**src/rtl/tt_um_hoene_manchester_encoder.sv**
```systemverilog
// Manchester transmitter (IEEE 802.3 polarity: '1' = low->high, '0' = high->low).
// Accepts parallel words over a valid/ready handshake and sends each frame as
// preamble ('1' bits), one '0' start bit, the data words MSB first, and then an
// idle gap of zeros so a downstream decoder can re-lock before the next frame.
//
// Handshake: a word transfers on a rising clk edge where in_valid and in_ready
// are both high. in_ready is a registered output and never depends on in_valid,
// in_valid may drop without a transfer, and in_data/in_last are sampled only on
// the transfer edge.
//
// Every output is registered. The position registers (state, hb_cnt, phase,
// bit_cnt) always describe the half-bit that is on the line in the current
// cycle, and each edge advances them together with the outputs.
module tt_um_hoene_manchester_encoder #(
  parameter int HALF_BIT_CYCLES = 4,
  parameter int WORD_BITS       = 32,
  parameter int PREAMBLE_BITS   = 8,
  parameter int GAP_BITS        = 4
) (
  input  logic                 clk,
  input  logic                 rst,
  input  logic [WORD_BITS-1:0] in_data,
  input  logic                 in_last,
  input  logic                 in_valid,
  output logic                 in_ready,
  output logic                 out,
  output logic                 out_active,
  output logic                 out_bit_strb,
  output logic                 out_underrun
);

  typedef enum logic [2:0] {
    S_IDLE     = 3'd0,
    S_PREAMBLE = 3'd1,
    S_START    = 3'd2,
    S_DATA     = 3'd3,
    S_GAP      = 3'd4
  } state_t;

  localparam int CW         = $clog2(HALF_BIT_CYCLES);
  localparam int BIT_MAX    = (WORD_BITS > PREAMBLE_BITS) ? WORD_BITS : PREAMBLE_BITS;
  localparam int BW         = $clog2(BIT_MAX) + 1;
  localparam int GAP_CYCLES = GAP_BITS * 2 * HALF_BIT_CYCLES;
  localparam int GW         = $clog2(GAP_CYCLES) + 1;

  localparam logic [CW-1:0] HB_LAST  = CW'(HALF_BIT_CYCLES - 1);
  localparam logic [CW-1:0] HB_PEN   = CW'(HALF_BIT_CYCLES - 2);
  localparam logic [BW-1:0] P_LAST   = BW'(PREAMBLE_BITS - 1);
  localparam logic [BW-1:0] W_LAST   = BW'(WORD_BITS - 1);
  localparam logic [GW-1:0] GAP_LAST = GW'(GAP_CYCLES - 1);

  // state is kept as a named enum so checkers can bind to it hierarchically
  state_t               state;
  logic [CW-1:0]        hb_cnt;
  logic                 phase;
  logic [BW-1:0]        bit_cnt;
  logic [GW-1:0]        gap_cnt;
  logic [WORD_BITS-1:0] shreg;
  logic                 last_q;

  logic                 half_end;
  logic                 cur_bit;
  logic [WORD_BITS-1:0] sh_next;
  logic                 pre_final;
  logic                 accept;

  // Decode the current line position: half-bit wrap, bit value being sent,
  // and whether the next cycle is the final cycle of a non-last word.
  always_comb begin
    half_end  = (hb_cnt == HB_LAST);
    sh_next   = shreg << 1;
    accept    = in_valid & in_ready;
    cur_bit   = 1'b0;
    case (state)
      S_PREAMBLE: cur_bit = 1'b1;
      S_START:    cur_bit = 1'b0;
      S_DATA:     cur_bit = shreg[WORD_BITS-1];
      default:    cur_bit = 1'b0;
    endcase
    pre_final = (state == S_DATA) & phase & (hb_cnt == HB_PEN) &
                (bit_cnt == W_LAST) & ~last_q;
  end

  // Framing FSM: advances the line position and drives all registered outputs.
  always_ff @(posedge clk) begin
    if (rst) begin
      state        <= S_IDLE;
      hb_cnt       <= '0;
      phase        <= 1'b0;
      bit_cnt      <= '0;
      gap_cnt      <= '0;
      shreg        <= '0;
      last_q       <= 1'b0;
      out          <= 1'b0;
      out_active   <= 1'b0;
      out_bit_strb <= 1'b0;
      out_underrun <= 1'b0;
      in_ready     <= 1'b0;
    end else begin
      out_bit_strb <= 1'b0;
      out_underrun <= 1'b0;
      in_ready     <= 1'b0;
      case (state)
        S_IDLE: begin
          out        <= 1'b0;
          out_active <= 1'b0;
          if (accept) begin
            shreg        <= in_data;
            last_q       <= in_last;
            state        <= S_PREAMBLE;
            hb_cnt       <= '0;
            phase        <= 1'b0;
            bit_cnt      <= '0;
            out          <= 1'b0;   // first half of a preamble '1'
            out_active   <= 1'b1;
            out_bit_strb <= 1'b1;
          end else begin
            in_ready <= 1'b1;
          end
        end
        S_GAP: begin
          out        <= 1'b0;
          out_active <= 1'b0;
          if (gap_cnt == GAP_LAST) begin
            state    <= S_IDLE;
            in_ready <= 1'b1;
          end else begin
            gap_cnt <= gap_cnt + 1'b1;
          end
        end
        default: begin
          in_ready <= pre_final;
          if (!half_end) begin
            hb_cnt <= hb_cnt + 1'b1;
          end else begin
            hb_cnt <= '0;
            if (!phase) begin
              phase <= 1'b1;
              out   <= cur_bit;          // second half carries the bit value
            end else begin
              phase <= 1'b0;
              case (state)
                S_PREAMBLE: begin
                  out_bit_strb <= 1'b1;
                  if (bit_cnt == P_LAST) begin
                    state <= S_START;
                    out   <= 1'b1;       // start bit '0' opens high
                  end else begin
                    bit_cnt <= bit_cnt + 1'b1;
                    out     <= 1'b0;
                  end
                end
                S_START: begin
                  state        <= S_DATA;
                  bit_cnt      <= '0;
                  out          <= ~shreg[WORD_BITS-1];
                  out_bit_strb <= 1'b1;
                end
                S_DATA: begin
                  if (bit_cnt != W_LAST) begin
                    shreg        <= sh_next;
                    bit_cnt      <= bit_cnt + 1'b1;
                    out          <= ~sh_next[WORD_BITS-1];
                    out_bit_strb <= 1'b1;
                  end else if (accept) begin
                    // chained word: continue straight into its MSB
                    shreg        <= in_data;
                    last_q       <= in_last;
                    bit_cnt      <= '0;
                    out          <= ~in_data[WORD_BITS-1];
                    out_bit_strb <= 1'b1;
                  end else begin
                    state        <= S_GAP;
                    gap_cnt      <= '0;
                    bit_cnt      <= '0;
                    out          <= 1'b0;
                    out_active   <= 1'b0;
                    out_underrun <= ~last_q;
                  end
                end
                default: ;
              endcase
            end
          end
        end
      endcase
    end
  end

endmodule

```
**config.mk**
```make
export PLATFORM = sky130hd
export DESIGN_NAME = tt_um_hoene_manchester_encoder
export DESIGN_NICKNAME = d
export VERILOG_FILES = /design/src/rtl/tt_um_hoene_manchester_encoder.sv
export SDC_FILE = /design/constraint.sdc
export NUM_CORES = 1
export LEC_CHECK = 0
export BUFFER_PORTS_ARGS = -buffer_cell sky130_fd_sc_hd__clkbuf_2
export CORE_UTILIZATION = 55
export DETAILED_ROUTE_END_ITERATION = 8
export GPL_TIMING_DRIVEN = 0
export PLACE_DENSITY = 0.77
export SYNTH_ARGS = -nofsm -noshare
export SYNTH_HDL_FRONTEND = slang
export SYNTH_SLANG_ARGS = --single-unit
```
**constraint.sdc**
```tcl
create_clock -name clk -period 2.2 [get_ports clk]
set_input_delay 0.22 -clock clk [delete_from_list [all_inputs] [get_ports clk]]
set_output_delay 0.22 -clock clk [all_outputs]
set_load 0.005 [all_outputs]
```
==> flow_summary_export.csv <==
group,metric,value,unit
run_status,status,"finished, final reports clean",
global_routing,grt_pass1_wl,12000,µm
pwr,power_density,587,nW/µm²
critical_path,cp_slowest_cell,"o31ai_4",
critical_path,rrSetupSlack,260,ps
global_routing,grt_max_degree,17,
timing,setup_violations,0,
die,io_pins,41,
critical_path,r2r_start,"bit_cnt[0]",
die,die_w,75.6,µm
critical_path,arrival,2170,ps
finish,layout.cells.non_filler,453,
route,dr.pass1.iters,6,
cts,cts_buffers,5,
placement,hpwl,5200,µm
route,wl_met1,3480,µm
cts,ctsHoldBuffers,0,
timing,fmax,515,MHz
pwr,leakage,1.18,nW
die,rows,26,
die,start_util,57.6,%
cts,cts.clk_slew.worst_paths,100,ps
timing,relSlewSlack,62.7,%
timing,fin_skew,13.2,ps
min_path,hold_depth,3,
global_routing,grtUsageTotal,27.3,%
route,wl_met2,3570,µm
placement,placed_cell_area,3270,µm²
cts,cts_root_buf,"clkbuf_8",
placement,gp_congestion,0.880,
min_path,hold_path.class,"input port to flop",
critical_path,critPathBufInv,1,
placement,port_buffers,40,
critical_path,crit_family,"compound AO/OA/AOI/OAI gates",
critical_path,critical_path.max_stage_delay,390,ps
timing,fin_crit_sh,88.3,%
logic_synthesis,ys_seq_elements,56,
timing,worst_pin_slew,560,ps
logic_synthesis,ys_seq_area_share,37.6,%
global_routing,antenna_found_initial,0,
route,post_drt_wl_per_cell,16.6,µm
finish,finalInstanceArea,3380,µm²
route,via_per_inst,6.43,
critical_path,required,2430,ps
cts,h-tree-depth,2,
cts,cts-resized-gates,0,
die,coreArea,5170,µm²
critical_path,crit_path_max_fanout,10,
logic_synthesis,yosys_warnings,0,
logic_synthesis,syn-num-nets,375,
logic_synthesis,ys_async_sr_fraction,0,%
route,drc,0,
placement,numPlacedInstances,445,
logic_synthesis,syn_inst,335,
timing,period_minus_slack,1940,ps
pwr,ir_worst_vdd,0.000372,V
min_path,min_to,"last_q",
finish,finalNetCount,422,
timing,rsz0062_at_grt,"false",
logic_synthesis,ys_types,56,
timing,whs,178,ps
critical_path,reg2reg_depth,6,
die,dieArea,5720,µm²
critical_path,crit_chain,"ha_1, nand3_2, o31ai_4, buf_2, a32oi_1, a21oi_1",
cts,postCtsSetupRepairBufs,0,
run,maxCapViolCount,0,
logic_synthesis,synth_area_per_cell,8.90,µm²
timing,fin_setup_tns,0,ps
timing,drv_slew,0,
critical_path,worstSetupPathType,"flop to flop",
finish,drive_gt1_share,21.4,%
route,top_layer,"met4",
finish,antenna_cells,0,
logic_synthesis,synth-edff-count,0,
route,via_count,2913,
cts,cts_sinks,56,
die,die_y,75.6,µm
cts,clkLatencyLatePin,310,ps
critical_path,worstSetupEndpointType,"flop",
cts,clockBufferDepth,2,
timing,finalHoldViolations,0,
logic_synthesis,netlist_area,2980,µm²
finish,syn_to_final_growth,13.3,%
cts,cts_tree,"built",
global_routing,grt-ovfl-total,0,
route,finalWirelength,7500,µm
global_routing,grt_pass1_vias,2513,
route,antenna_left,0,
min_path,min_from,"in_last",
critical_path,startpoint_type,"flop",
route,wl_met3,335,µm
critical_path,r2r-end,"shreg[17]",
route,drtIter0Drc,146,
logic_synthesis,ys.flop_type,"dfxtp_1",
## worst min-delay path: stages
cell and delay [ps]:
clkbuf_2 80, nand3_1 70, a21oi_1 60
## through the flow
step / utilization [%] / setup WS, ps / power [mW]
global route: 65.3 / 112 / 2.06
detailed placement: 63.2 / 281 / 1.34
finish: 65.3 / 258 / 1.98
CTS: 65.3 / 264 / 1.99
global placement: 63.2 / 333 / 1.33
floorplan: - / 533 / 1.25
## cell families after synthesis
logic type / Yosys count / share of synthesized area [%]
buffers and inverters: 46 / 8.02
AND/OR/NAND/NOR: 77 / 15.7
XOR/XNOR: 3 / 0.882
AO/OA/AOI/OAI: 146 / 35.1
multiplexers: 3 / 1.01
flip-flops: 56 / 37.6
adder cells (fa/ha/maj): 4 / 1.68
## cell usage after synthesis (4+ instances only)
cell      instances  area [µm²]
and3_1            5        31.3
dfxtp_1          56        1120
buf_4             4        30.0
or3_1             5        31.3
buf_6             4        45.0
nand2_1           8        30.0
nand4_1           5        31.3
a32oi_1          29         254
nor3_1            5        25.0
nand2b_1          5        31.3
a21oi_1          45         225
o32ai_1           4        35.0
o211ai_1         33         248
buf_2            17        85.1
nand3_1           9        45.0
ha_1              4        50.1
inv_1             9        33.8
o21ai_0           6        30.0
nor2_1           11        41.3
a31oi_1           4        25.0
clkbuf_1         11        41.3
## layer usage
layer,up-vias,GRT usage (%)
li1,1411,-
met1,1404,37.6
met2,88,44.6
met3,10,4.37
met4,0,7.20
met5,-,0
## cell type report
type	instances	area (µm²)
Buffer	37	205
Clock buffer	6	72.6
Clock inverter	2	35.0
Fill cell	471	1800
Inverter	9	33.8
Multi-Input combinational cell	233	1620
Sequential cell	56	1120
Tap cell	70	87.6
Timing Repair Buffer	40	200
## cells in the final DEF (no fill, tap or decap), types with 3 or more instances in the layout
master,count
dfxtp_1,56
a21oi_1,45
clkbuf_2,40
o211ai_1,33
a32oi_1,29
buf_2,17
clkbuf_1,12
nor2_1,11
inv_1,9
nand3_1,9
nand2_1,8
o21ai_0,6
and3_1,5
nand2b_1,5
nor3_1,5
or3_1,5
nand4_1,5
clkbuf_8,5
buf_6,4
buf_4,4
o32ai_1,4
a31oi_1,4
ha_1,4
nor2b_1,3
mux2i_1,3
nand3b_1,3
o2111ai_1,3
o221ai_1,3
a21o_1,3
a22oi_1,3
xor2_1,3
## report_power, final
part           internal, mW  switching [mW]  total [mW]
Combinational        0.0993           0.140       0.239
Clock                 0.338           0.326       0.665
Sequential             1.05          0.0265        1.08
## sequential cells by signal (all words and copies together) (netlist names)
register,cells
last_q,1
in_ready,1
shreg,32
hb_cnt,2
out_bit_strb,1
out,1
gap_cnt,6
phase,1
out_active,1
out_underrun,1
state,3
bit_cnt,6
## worst max path at each step
stage                      end  startpoint  slack [ps]  cells after the start
finish               shreg[17]  bit_cnt[0]         260                      6
global route         shreg[18]   hb_cnt[0]         110                      8
CTS                  shreg[17]   hb_cnt[0]         260                      8
global placement    out_active   hb_cnt[0]         330                      8
detailed placement   shreg[29]   hb_cnt[0]         280                      8
floorplan            shreg[17]  bit_cnt[0]         530                      8
(Power assumes the default switching activity.)
